[src/rtl/niu32_mc_alu_if.sv]
// Request/response bundle for the niu32 multi-cycle ALU.
// Operands go master->slave, status and result come back.
interface niu32_mc_alu_if #(
  parameter int WORD_SIZE = 32,
  parameter int OP_BITS   = 5
);
  logic                 start;
  logic [OP_BITS-1:0]   func;
  logic [WORD_SIZE-1:0] a_in;
  logic [WORD_SIZE-1:0] b_in;
  logic                 busy;
  logic                 done;
  logic [WORD_SIZE-1:0] result;
  logic                 div_by_zero;

  modport master (
    output start, func, a_in, b_in,
    input  busy, done, result, div_by_zero
  );

  modport slave (
    input  start, func, a_in, b_in,
    output busy, done, result, div_by_zero
  );
endinterface

[src/rtl/niu32_mc_alu.sv]
// niu32 multi-cycle ALU: single-cycle logic/arith ops plus optional
// shift-add MLT and restoring DIV, enabled by NIU32_ALU_MULDIV_EN.
module niu32_mc_alu #(
  parameter int WORD_SIZE = 32,
  parameter int OP_BITS   = 5
) (
  input logic           clk,
  input logic           reset,
  niu32_mc_alu_if.slave bus
);

  localparam int W  = WORD_SIZE;
  localparam int SH = $clog2(WORD_SIZE);

  localparam logic [OP_BITS-1:0] OP_SUB = OP_BITS'(0);
  localparam logic [OP_BITS-1:0] OP_ADD = OP_BITS'(1);
  localparam logic [OP_BITS-1:0] OP_NOT = OP_BITS'(4);
  localparam logic [OP_BITS-1:0] OP_AND = OP_BITS'(5);
  localparam logic [OP_BITS-1:0] OP_OR  = OP_BITS'(6);
  localparam logic [OP_BITS-1:0] OP_XOR = OP_BITS'(7);
  localparam logic [OP_BITS-1:0] OP_SUL = OP_BITS'(8);
  localparam logic [OP_BITS-1:0] OP_SSL = OP_BITS'(9);
  localparam logic [OP_BITS-1:0] OP_SUR = OP_BITS'(10);
  localparam logic [OP_BITS-1:0] OP_SSR = OP_BITS'(11);
  localparam logic [OP_BITS-1:0] OP_EQ  = OP_BITS'(12);
  localparam logic [OP_BITS-1:0] OP_NEQ = OP_BITS'(13);
  localparam logic [OP_BITS-1:0] OP_LT  = OP_BITS'(14);
  localparam logic [OP_BITS-1:0] OP_LEQ = OP_BITS'(15);

`ifdef NIU32_ALU_MULDIV_EN
  localparam logic [OP_BITS-1:0] OP_MLT = OP_BITS'(2);
  localparam logic [OP_BITS-1:0] OP_DIV = OP_BITS'(3);
  localparam logic [SH-1:0] LAST = SH'(W - 1);

  typedef enum logic [2:0] {
    S_IDLE, S_EXEC, S_MUL, S_DIV, S_FIX, S_DONE
  } state_e;
`else
  typedef enum logic [1:0] {
    S_IDLE, S_EXEC, S_DONE
  } state_e;
`endif

  state_e             state_q, state_d;
  logic [OP_BITS-1:0] func_q, func_d;
  logic [W-1:0]       a_q, a_d;
  logic [W-1:0]       b_q, b_d;
  logic [W-1:0]       result_q, result_d;
  logic [W-1:0]       alu_y;
  logic [SH-1:0]      sh;

`ifdef NIU32_ALU_MULDIV_EN
  logic               dbz_q, dbz_d;
  logic               neg_q, neg_d;
  logic [W-1:0]       acc_q, acc_d;
  logic [SH-1:0]      cnt_q, cnt_d;
  logic [W-1:0]       mul_sum;
  logic [W:0]         trial;
  logic               is_mlt, div_zero, div_go;

  assign is_mlt   = (func_q == OP_MLT);
  assign div_zero = (func_q == OP_DIV) && (b_q == '0);
  assign div_go   = (func_q == OP_DIV) && (b_q != '0);
`endif

  assign sh = b_q[SH-1:0];

  always_comb begin
    alu_y = '0;
    case (func_q)
      OP_SUB: alu_y = a_q - b_q;
      OP_ADD: alu_y = a_q + b_q;
      OP_NOT: alu_y = ~a_q;
      OP_AND: alu_y = a_q & b_q;
      OP_OR:  alu_y = a_q | b_q;
      OP_XOR: alu_y = a_q ^ b_q;
      OP_SUL: alu_y = a_q << sh;
      OP_SSL: alu_y = a_q << sh;
      OP_SUR: alu_y = a_q >> sh;
      OP_SSR: alu_y = W'($signed(a_q) >>> sh);
      OP_EQ:  alu_y = W'(a_q == b_q);
      OP_NEQ: alu_y = W'(a_q != b_q);
      OP_LT:  alu_y = W'($signed(a_q) < $signed(b_q));
      OP_LEQ: alu_y = W'($signed(a_q) <= $signed(b_q));
      default: alu_y = '0;
    endcase
  end

  always_comb begin
    state_d  = state_q;
    func_d   = func_q;
    a_d      = a_q;
    b_d      = b_q;
    result_d = result_q;
`ifdef NIU32_ALU_MULDIV_EN
    dbz_d    = dbz_q;
    neg_d    = neg_q;
    acc_d    = acc_q;
    cnt_d    = cnt_q;
    mul_sum  = acc_q + (b_q[0] ? a_q : '0);
    trial    = {acc_q, a_q[W-1]} - {1'b0, b_q};
`endif
    case (state_q)
      S_IDLE: begin
        if (bus.start) begin
          func_d  = bus.func;
          a_d     = bus.a_in;
          b_d     = bus.b_in;
          state_d = S_EXEC;
`ifdef NIU32_ALU_MULDIV_EN
          dbz_d   = 1'b0;
          neg_d   = 1'b0;
          acc_d   = '0;
          cnt_d   = '0;
`endif
        end
      end
      S_EXEC: begin
`ifdef NIU32_ALU_MULDIV_EN
        // Divide works on magnitudes; the sign is restored in FIX.
        unique case (1'b1)
          is_mlt: state_d = S_MUL;
          div_zero: begin
            result_d = '1;
            dbz_d    = 1'b1;
            state_d  = S_DONE;
          end
          div_go: begin
            a_d     = a_q[W-1] ? -a_q : a_q;
            b_d     = b_q[W-1] ? -b_q : b_q;
            neg_d   = a_q[W-1] ^ b_q[W-1];
            state_d = S_DIV;
          end
          default: begin
            result_d = alu_y;
            state_d  = S_DONE;
          end
        endcase
`else
        result_d = alu_y;
        state_d  = S_DONE;
`endif
      end
`ifdef NIU32_ALU_MULDIV_EN
      S_MUL: begin
        acc_d = mul_sum;
        a_d   = a_q << 1;
        b_d   = b_q >> 1;
        cnt_d = cnt_q + 1'b1;
        if (cnt_q == LAST) begin
          result_d = mul_sum;
          state_d  = S_DONE;
        end
      end
      S_DIV: begin
        acc_d = trial[W] ? {acc_q[W-2:0], a_q[W-1]}
                         : trial[W-1:0];
        a_d   = {a_q[W-2:0], ~trial[W]};
        cnt_d = cnt_q + 1'b1;
        if (cnt_q == LAST) state_d = S_FIX;
      end
      S_FIX: begin
        result_d = neg_q ? -a_q : a_q;
        state_d  = S_DONE;
      end
`endif
      S_DONE:  state_d = S_IDLE;
      default: state_d = S_IDLE;
    endcase
  end

  always_ff @(posedge clk or posedge reset) begin
    if (reset) begin
      state_q  <= S_IDLE;
      func_q   <= '0;
      a_q      <= '0;
      b_q      <= '0;
      result_q <= '0;
`ifdef NIU32_ALU_MULDIV_EN
      dbz_q    <= 1'b0;
      neg_q    <= 1'b0;
      acc_q    <= '0;
      cnt_q    <= '0;
`endif
    end else begin
      state_q  <= state_d;
      func_q   <= func_d;
      a_q      <= a_d;
      b_q      <= b_d;
      result_q <= result_d;
`ifdef NIU32_ALU_MULDIV_EN
      dbz_q    <= dbz_d;
      neg_q    <= neg_d;
      acc_q    <= acc_d;
      cnt_q    <= cnt_d;
`endif
    end
  end

  assign bus.busy   = (state_q != S_IDLE);
  assign bus.done   = (state_q == S_DONE);
  assign bus.result = result_q;
`ifdef NIU32_ALU_MULDIV_EN
  assign bus.div_by_zero = dbz_q;
`else
  assign bus.div_by_zero = 1'b0;
`endif

endmodule
[src/flat_wrapper.sv]
// flat-port wrapper written by rule: the top's interface ports become plain ports
module niu32_mc_alu_flat 
#(
  parameter int WORD_SIZE = 32,
  parameter int OP_BITS   = 5
)
  (clk, reset, bus_start, bus_func, bus_a_in, bus_b_in, bus_busy, bus_done, bus_result, bus_div_by_zero);
  niu32_mc_alu_if #(.WORD_SIZE(WORD_SIZE), .OP_BITS(OP_BITS)) bus_i ();
  input logic clk;
  input logic reset;
  input wire logic [$bits(bus_i.start)-1:0] bus_start;
  input wire logic [$bits(bus_i.func)-1:0] bus_func;
  input wire logic [$bits(bus_i.a_in)-1:0] bus_a_in;
  input wire logic [$bits(bus_i.b_in)-1:0] bus_b_in;
  output wire logic [$bits(bus_i.busy)-1:0] bus_busy;
  output wire logic [$bits(bus_i.done)-1:0] bus_done;
  output wire logic [$bits(bus_i.result)-1:0] bus_result;
  output wire logic [$bits(bus_i.div_by_zero)-1:0] bus_div_by_zero;
  assign bus_i.start = bus_start;
  assign bus_i.func = bus_func;
  assign bus_i.a_in = bus_a_in;
  assign bus_i.b_in = bus_b_in;
  assign bus_busy = bus_i.busy;
  assign bus_done = bus_i.done;
  assign bus_result = bus_i.result;
  assign bus_div_by_zero = bus_i.div_by_zero;
  niu32_mc_alu #(.WORD_SIZE(WORD_SIZE), .OP_BITS(OP_BITS)) u_core (.clk(clk), .reset(reset), .bus(bus_i));
endmodule
[config.mk]
export PLATFORM = sky130hd
export DESIGN_NAME = niu32_mc_alu_flat
export DESIGN_NICKNAME = d
export VERILOG_FILES = /design/src/rtl/niu32_mc_alu_if.sv /design/src/rtl/niu32_mc_alu.sv /design/src/flat_wrapper.sv
export SDC_FILE = /design/constraint.sdc
export NUM_CORES = 1
export LEC_CHECK = 0
export CAP_MARGIN = 5
export CORE_ASPECT_RATIO = 1.5
export CORE_MARGIN = 1
export CORE_UTILIZATION = 35
export CTS_CLUSTER_SIZE = 8
export DETAILED_ROUTE_END_ITERATION = 8
export HOLD_SLACK_MARGIN = 0.02
export SYNTH_ARGS = -nofsm -noshare
export SYNTH_HDL_FRONTEND = slang
export SYNTH_SLANG_ARGS = --single-unit
[constraint.sdc]
create_clock -name clk -period 5.6 [get_ports clk]
set_clock_uncertainty 0.15 [all_clocks]
set_input_delay 1.12 -clock clk [delete_from_list [all_inputs] [get_ports clk]]
set_output_delay 1.12 -clock clk [all_outputs]
set_load 0.01 [all_outputs]
==> results of run 1 <==
==> registers in the layout, summed over array words and instances (netlist names) <==
register / cells
u_core.state_q: 2
u_core.bus.result: 32
u_core.b_q: 32
u_core.func_q: 5
u_core.a_q: 32
==> logic make-up after synthesis <==
logic type / count (synthesis)
buf+inv: 247
fa+ha+maj: 99
xor+xnor: 3
mux: 117
simple gates: 520
other cells: 1
flops: 103
compound gates: 588
==> power groups by stage <==
stage | Sequential (mW) | Combinational (mW) | Clock, mW
CTS | 1.23 | 4.61 | 0.727
finish | 1.24 | 4.73 | 0.715
global route | 1.26 | 5.05 | 0.745
global placement | 1.23 | 4.60 | 0
floorplan | 1.14 | 3.11 | 0
detailed placement | 1.24 | 4.58 | 0
==> layer usage <==
layer | GRT usage, % | vias up | part of all wire, %
li1 | - | 6242 | -
met1 | 37.26 | 6927 | 37
met2 | 53.53 | 757 | 48
met3 | 4.832 | 229 | 7.5
met4 | 22.55 | 2 | 7.4
met5 | 0 | - | 0.015
==> final cells by class <==
type	instances	area (um2)
inverter	108	407.9
tap	484	605.6
timing repair buffer	150	1401
sequential	103	2585
multi-input combinational	1328	9458
fill	3795	21920
clock buffer	12	256.5
clock inverter	4	53.80
==> worst paths after layout <==
check | endpoint | slack [ns]
max in group asynchronous | u_core.b_q[1] | 3.44
min | u_core.bus.result[14] | 0.34
min reg2reg | u_core.bus.result[14] | 0.34
max | u_core.bus.result[31] | 1.13
max reg2reg | u_core.bus.result[31] | 1.13
min in group asynchronous | u_core.b_q[26] | 1.04
==> placed cells by master, fill, tap and decap left out, types with 7 or more instances in the layout <==
cell type          n
dfrtp_1           99
o21a_1             8
a221oi_1          16
nand4_1           12
nor2_1           173
nand2_1          172
a22o_1             7
o221ai_1           7
inv_1            103
nand3_1           24
nor3_1            44
o31ai_1           12
mux4_2            63
o211ai_1          22
o21bai_1          16
a21o_1             8
o22ai_1           17
nand2b_1          14
and3_1            14
ha_1              97
a21oi_1          141
clkbuf_16          9
nor4_1            10
or2_2              7
mux2_2            21
a22oi_1           15
buf_4             44
a211oi_1          34
a221o_1            8
or3_1             11
nor2b_1            9
o21ai_0          175
mux2i_1           33
a31oi_1           16
clkdlybuf4s50_1  105
==> worst register-to-register path, delay by kind of cell (launching register included) <==
family | cells | cell delay, ns
flip-flops | 1 | 0.65
multiplexers | 1 | 0.24
buffers and inverters | 1 | 0.22
AND/OR/NAND/NOR | 3 | 0.62
AO/OA/AOI/OAI | 5 | 2.03
adder cells (fa/ha/maj) | 1 | 0.40
==> impl_metrics.ini, run 1 <==
[logic_synthesis]
synthAdderAreaFrac_pct = 9.618
yosys_warnings = 0
yosysMostFrequentCell = o21ai_0
syn_area_per_cell_um2 = 7.768
seq_area_frac_synth_pct = 19.77
synthMuxAreaShare_pct = 15.23
yosys.area.top_type_share_pct = 19.77
ys_seq_elements = 103
synthesis.nets = 1849
async_flop_share_pct = 100.0
synth_xor_area_share_pct = 0.2016
syn_area_um2 = 13040
yosys_most_used_dff = dfrtp_1
synth_edf_count = 0
yosys.area.top_type = dfrtp_1
ys_top_cells_by_count = o21ai_0, nor2_1, nand2_1
yosys-top-cells-area = dfrtp_1, mux4_2, ha_1, o21ai_0, a21oi_1
synth_top_family_by_area = compound AO/OA/AOI/OAI gates
synth_cell_types = 95
synth-compound-area-share_pct = 29.25
netlist_instances = 1678
synth_simple_gate_area_share_pct = 18.04

[critical_path]
start_kind = flop
worst-r2r-cell-count = 11
slowest_stage = o311ai_0
worst-path-buf-inv = 1
crit_cells = 11
cp_top_family = compound AO/OA/AOI/OAI gates
timing.rr.start = u_core.a_q[1]
arrival_ns = 4.54
cp_max_fo = 11
crit_path_end_kind = flop
critPathRequiredTime_ns = 5.67
worstPathCellList = inv_1 > ha_1 > nor2_1 > o311ai_0 > a211oi_1 > o311ai_1 > nand3_1 > or2_1 > a211oi_2 > mux2i_1 > o211ai_1
setup.worst_path.start = u_core.a_q[1]
crit_type = reg -> reg
max_stage_delay_ns = 0.80

[hold_path]
worstHoldPathType = reg -> reg
min_path_cells = 2
min_from = u_core.bus.result[14]

[sta]
setup_viol = 0
rsz0062_at_grt = false
min_period_ns = 4.472
worst_pin_slew_ns = 1.327
whs_ns = 0.3368
hold_viol_final = 0
max-slew-margin-rel_pct = 11.22
period_share_pct = 79.86
fmax_mhz = 223.6
fin_ws_ns = 1.128
setup_tns_ns = 0
maxSlewViolCount = 0

[pwr]
worst_ir_drop_vdd_mv = 0.1685
combPwrFrac_pct = 70.8
seqPwrFrac_pct = 18.5
pwr_density_cell_nw_per_um2 = 452.2
total_power_mw = 6.679
p_sw_share_pct = 54.38
power_frac_clock_pct = 10.7
p_switching_mw = 3.632
p_leak_nw = 5.909
p_int_mw = 3.047

[clock_tree]
clk_pin_slew_ns = 0.09
clockBufferDepth = 2
cts_resized = 0
cts_setup_buffers = 0
cts_buffers = 9
cts_tree = yes
cts_max_level = 3
hold_buffers = 0
clk-insertion-delay-late_ns = 0.39
clock-sinks = 103
cts_root_buffer = clkbuf_16

[routing]
drc_errors = 0
route.antenna.remaining_nets = 0
avgRoutedWirePerCell_um = 27.76
via_per_inst = 6.467
vias = 14157
drt_iter0_drc = 1476
dr.pass1.iters = 6
routed_wl_mm = 60.77

[cells_and_area]
layout.cells.non_filler = 2189
diodes = 0
fin_area_um2 = 14770
layout.nets = 1871
fin_util_pct = 40.25
syn_to_final_growth_pct = 13.29
drive_gt1_share_pct = 11.03

[global_routing]
grt_pass1_vias = 13871
track_usage_pct = 31.91
antenna_found_initial = 1
grt_pass1_wl_mm = 90.11
grt_max_degree = 72
gr-total-overflow = 0

[place]
placed_cells = 2173
gp_congestion = 1.011
place_ws_ns = 1.370
hpwlAfterDp_mm = 44.93
io_buffers = 105
placed_cell_area_um2 = 14460

[floorplan]
dieHeight_um = 238.4
initial_core_util_pct = 35.52
die_x_um = 159.6
die_area_um2 = 38030
io_pins = 107
rows = 86
core_area_um2 = 36690

[flow_run]
maxCapViolations = 0

[run_status]
outcome = finished, final reports clean
Power figures use the tool's default switching activity.
==> run 2, diff against run 1 <==
Clock period 5.6 ns to 4.2 ns, I/O delays scaled along.
==> run 2 against run 1 <==
Non-clock buffer count up 45. Cell area up 2.3%. Largest power group unchanged. Via count up 0.49%. Worst hold slack better by 0.0046 ns. Worst setup slack worse by 0.82 ns.
==> impl_metrics.ini, run 2 (synthesis results as in run 1) <==
[run_status]
outcome = finished, final reports clean

[routing]
vias = 14227
via_per_inst = 6.368
dr.pass1.iters = 8
routed_wl_mm = 62.28
drt_iter0_drc = 1452
drc_errors = 0
route.antenna.remaining_nets = 0
avgRoutedWirePerCell_um = 27.88

[cells_and_area]
fin_util_pct = 41.18
mostFrequentLayoutCell = o21ai_0
final_cell_mix = o21ai_0, nand2_1, nor2_1, a21oi_1, clkdlybuf4s50_1
syn_to_final_growth_pct = 15.92
drive_gt1_share_pct = 13.31
diodes = 0
layout.nets = 1916

[pwr]
combPwrFrac_pct = 72.5
seqPwrFrac_pct = 17.6
power_frac_clock_pct = 9.9
total_power_mw = 9.051
pwr_density_cell_nw_per_um2 = 599.0
p_int_mw = 4.152
worst_ir_drop_vdd_mv = 0.2715
p_leak_nw = 6.123
p_switching_mw = 4.899
p_sw_share_pct = 54.12

[critical_path]
max_stage_delay_ns = 0.57
crit_path_end_kind = flop
arrival_ns = 4.06
slowest_stage = a311oi_1
timing.rr.start = u_core.a_q[0]
cp_max_fo = 7
worstReg2RegEnd = u_core.bus.result[26]
worst-r2r-cell-count = 12
crit_type = reg -> reg
worstPathCellList = inv_1 > ha_1 > inv_1 > fa_1 > a21oi_1 > o221ai_2 > a311oi_1 > o21ai_1 > a311oi_2 > o21ai_0 > or4_1 > nand3_1
start_kind = flop
r2r_setup_slack_ns = 0.31
worst-path-buf-inv = 2
cp_top_family = compound AO/OA/AOI/OAI gates
crit_top_cell = inv_1
critPathRequiredTime_ns = 4.37

[clock_tree]
cts_setup_buffers = 0
cts_buffers = 9
clock-sinks = 103
clockBufferDepth = 2
hold_buffers = 0
cts_tree = yes
cts_resized = 0
clk_pin_slew_ns = 0.08
clk-insertion-delay-late_ns = 0.39
cts_root_buffer = clkbuf_16
cts_max_level = 3

[floorplan]
die_area_um2 = 38030
initial_core_util_pct = 35.52
io_pins = 107
die_x_um = 159.6
rows = 86
dieHeight_um = 238.4
core_area_um2 = 36690

[global_routing]
gr-total-overflow = 0
grt_pass1_vias = 13847
grt_pass1_wl_mm = 92.01
track_usage_pct = 32.81
grt_max_degree = 79
antenna_found_initial = 0

[place]
hpwlAfterDp_mm = 47.88
gp_congestion = 1.020
io_buffers = 105

[sta]
fmax_mhz = 257.0
setup_tns_ns = 0
period_share_pct = 92.64
max-slew-margin-rel_pct = 33.05
rsz0062_at_grt = false
whs_ns = 0.3414
hold_viol_final = 0
setup_viol = 0
worst_pin_slew_ns = 0.9966
min_period_ns = 3.891
maxSlewViolCount = 0

[hold_path]
min_from = u_core.bus.result[2]
hold_end = u_core.bus.result[2]
min_path_cells = 2
worstHoldPathType = reg -> reg

[flow_run]
maxCapViolations = 0
## run 2: cell types whose count changed in the layout (fill, tap and decap cells not counted), sizes merged
cell	delta
bufinv	-1
clkinv	+1
buf	+45
## run 2: how the worst max path moves through the flow
| stage | cells past startpoint | slack [ns] | end | start |
|---|---|---|---|---|
| floorplan | 15 | 0.31 | u_core.bus.result[24] | u_core.b_q[3] |
| detailed placement | 9 | 0.41 | u_core.bus.result[0] | u_core.a_q[24] |
| global route | 11 | 0.14 | u_core.bus.result[31] | u_core.a_q[6] |
| CTS | 9 | 0.38 | u_core.bus.result[0] | u_core.a_q[24] |
| finish | 12 | 0.31 | u_core.bus.result[26] | u_core.a_q[0] |
| global placement | 9 | 0.44 | u_core.bus.result[0] | u_core.a_q[24] |
## run 2: tightest hold or removal path: cells and delay by family, from the launching register on
family             cells  cell delay, ns
AOI/OAI and AO/OA      1            0.06
DFF                    1            0.35
and+or+nand+nor        1            0.05
## run 2: metal layers
| layer | part of all wire, % | global-route usage, % | vias up |
|---|---|---|---|
| li1 | - | - | 6312 |
| met1 | 38 | 38.87 | 6961 |
| met2 | 48 | 55.37 | 768 |
| met3 | 7.1 | 4.154 | 186 |
| met4 | 7.0 | 22.35 | 0 |
| met5 | 0 | 0 | - |
## run 2: area by class of cell
| type | instances | area [um2] |
|---|---|---|
| Tap cell | 484 | 605.6 |
| Inverter | 108 | 407.9 |
| Fill cell | 3786 | 21580 |
| Clock inverter | 4 | 28.78 |
| Sequential cell | 103 | 2585 |
| Clock buffer | 12 | 256.5 |
| Multi-Input combinational cell | 1328 | 9450 |
| Timing Repair Buffer | 195 | 1777 |
## run 2: metrics by stage
| stage | instances | area, um2 | setup WS, ns |
|---|---|---|---|
| floorplan | 1678 | 13040 | 0.3147 |
| global placement | 2218 | 14830 | 0.4397 |
| detailed placement | 2218 | 14830 | 0.4134 |
| CTS | 2234 | 15110 | 0.3809 |
| global route | 2234 | 15110 | 0.1402 |
| finish | 2234 | 15110 | 0.3091 |
## run 2: power groups by stage
stage          Combinational (mW)  Sequential [mW]  Clock [mW]
2_1_floorplan                4.15             1.52           0
3_3_place_gp                 6.42             1.58           0
3_5_place_dp                 6.39             1.60           0
4_1_cts                      6.42             1.58       0.910
5_1_grt                      7.00             1.62       0.934
6_report                     6.57             1.59       0.892
==> run 3, diff against run 2 <==
Settings changed: SLEW_MARGIN from default to 20.
==> results of run 3 <==
No change in the layout: final DEF, timing and power equal those of run 2.
==> RTL edit: new RTL, flow settings as in run 2 <==
`OP_BITS` is set to 5 in 3 places; all go to 10.
--- a/src/rtl/niu32_mc_alu_if.sv
+++ b/src/rtl/niu32_mc_alu_if.sv
@@ -3,5 +3,5 @@
 interface niu32_mc_alu_if #(
   parameter int WORD_SIZE = 32,
-  parameter int OP_BITS   = 5
+  parameter int OP_BITS   = 10
 );
   logic                 start;
--- a/src/rtl/niu32_mc_alu.sv
+++ b/src/rtl/niu32_mc_alu.sv
@@ -3,5 +3,5 @@
 module niu32_mc_alu #(
   parameter int WORD_SIZE = 32,
-  parameter int OP_BITS   = 5
+  parameter int OP_BITS   = 10
 ) (
   input logic           clk,
--- a/src/flat_wrapper.sv
+++ b/src/flat_wrapper.sv
@@ -3,5 +3,5 @@
 #(
   parameter int WORD_SIZE = 32,
-  parameter int OP_BITS   = 5
+  parameter int OP_BITS   = 10
 )
   (clk, reset, bus_start, bus_func, bus_a_in, bus_b_in, bus_busy, bus_done, bus_result, bus_div_by_zero);
Interface: changed (resized bus_func); port bits go from 107 to 112. No check against the original RTL was run, so the function may have changed too.
==> RTL edit against run 2 <==
  * Routed wire length grew 5.5%
  * Sequential cell count rose by 5
  * Die area hardly changed
  * Final area is 2.2% higher
  * Critical path depth decreased by 1
  * Area after synthesis about the same
  * Combinational power down 8.7%
  * First-iteration DRC count decreased by 1.1%
  * Count of clock-buffer cells in the layout is 2 lower
  * Worst setup slack got worse by 0.015 ns
  * Via count about the same
  * Power decreased by 6.7%
==> RTL edit: results (changes against run 2) <==
Outcome
  – Status: finished clean

Cells and area
  – Layout cells sized above 1: 0.130 (-0.00361)
  – Non-clk invs: 109 (+0.93%)
  – Footprint of the multi-input gates: 9430 sq um (-0.21%)
  – P&R area growth vs syn: 18.4%
  – Signal buf overhead: 0.128 (+0.0103)
  – ClkCell Share: 0.0199 (+0.000975)

Worst setup path
  – R2R cell count: 11 (-1)
  – CP max-delay cell: dfrtp_4
  – CP max FO: 6 (-1)

Route
  – DRT iter0 DRCs: 1436 (-1.1%)
  – Drt total wl: 65700 um (+5.5%)

Logic synthesis
  – Register area share after synthesis: 0.207 (+0.00944)
  – Post-Syn Instances: 1686 (+0.48%)
  – #FFs+latches synth: 108 (+4.9%)
  – Synth top cells by count: 205 x nand2_1, 187 x o21ai_0, 155 x nor2_1, 132 x a21oi_1, 108 x dfrtp_1

Global route
  – Gr usage total: 0.346 (+0.0175)
  – First-pass GRT wire length: 96000 um (+4.4%)
  – Met3 usage: 0.0417 (+0.000174)
  – Grt met2 use: 0.594 (+0.0400)

Power and ir drop
  – Leakage: 6.35 nW (+3.6%)
  – Switching Fraction: 0.542 (+0.000578)

STA
  – Slew of the pin with the lowest slew margin: 1.06 ns (+0.0590 ns)
  – Hold slack: 0.336 ns (-0.00575 ns)

Place
  – Placement Setup Slack: 0.271 ns (-0.142 ns)
RTL edit: changes by cell type after synthesis, sizes merged, moves of 9 or more:
| cell | change |
|---|---|
| mux4 | -11 |
| mux2i | +23 |
| and3 | -9 |
| a211oi | -9 |
| a21oi | -11 |
| o21ai | +11 |
| nor2 | -19 |
| nand2 | +33 |
| xnor2 | +16 |
RTL edit: logic make-up after synthesis:
kind of cell,share of synthesized area
other cells,0.000287
flops,0.207
fa+ha+maj,0.0971
mux,0.151
buf+inv,0.0727
xor+xnor,0.0141
simple gates,0.171
compound gates,0.286
RTL edit: final timing paths:
| kind | from | endpoint |
|---|---|---|
| setup / recovery | u_core.b_q[0] | u_core.bus.result[30] |
| hold / removal | u_core.bus.result[2] | u_core.bus.result[2] |
| setup reg to reg | u_core.b_q[0] | u_core.bus.result[30] |
| hold reg to reg | u_core.bus.result[2] | u_core.bus.result[2] |
| max in group asynchronous | reset | u_core.func_q[0] |
| min in group asynchronous | reset | u_core.bus.result[0] |
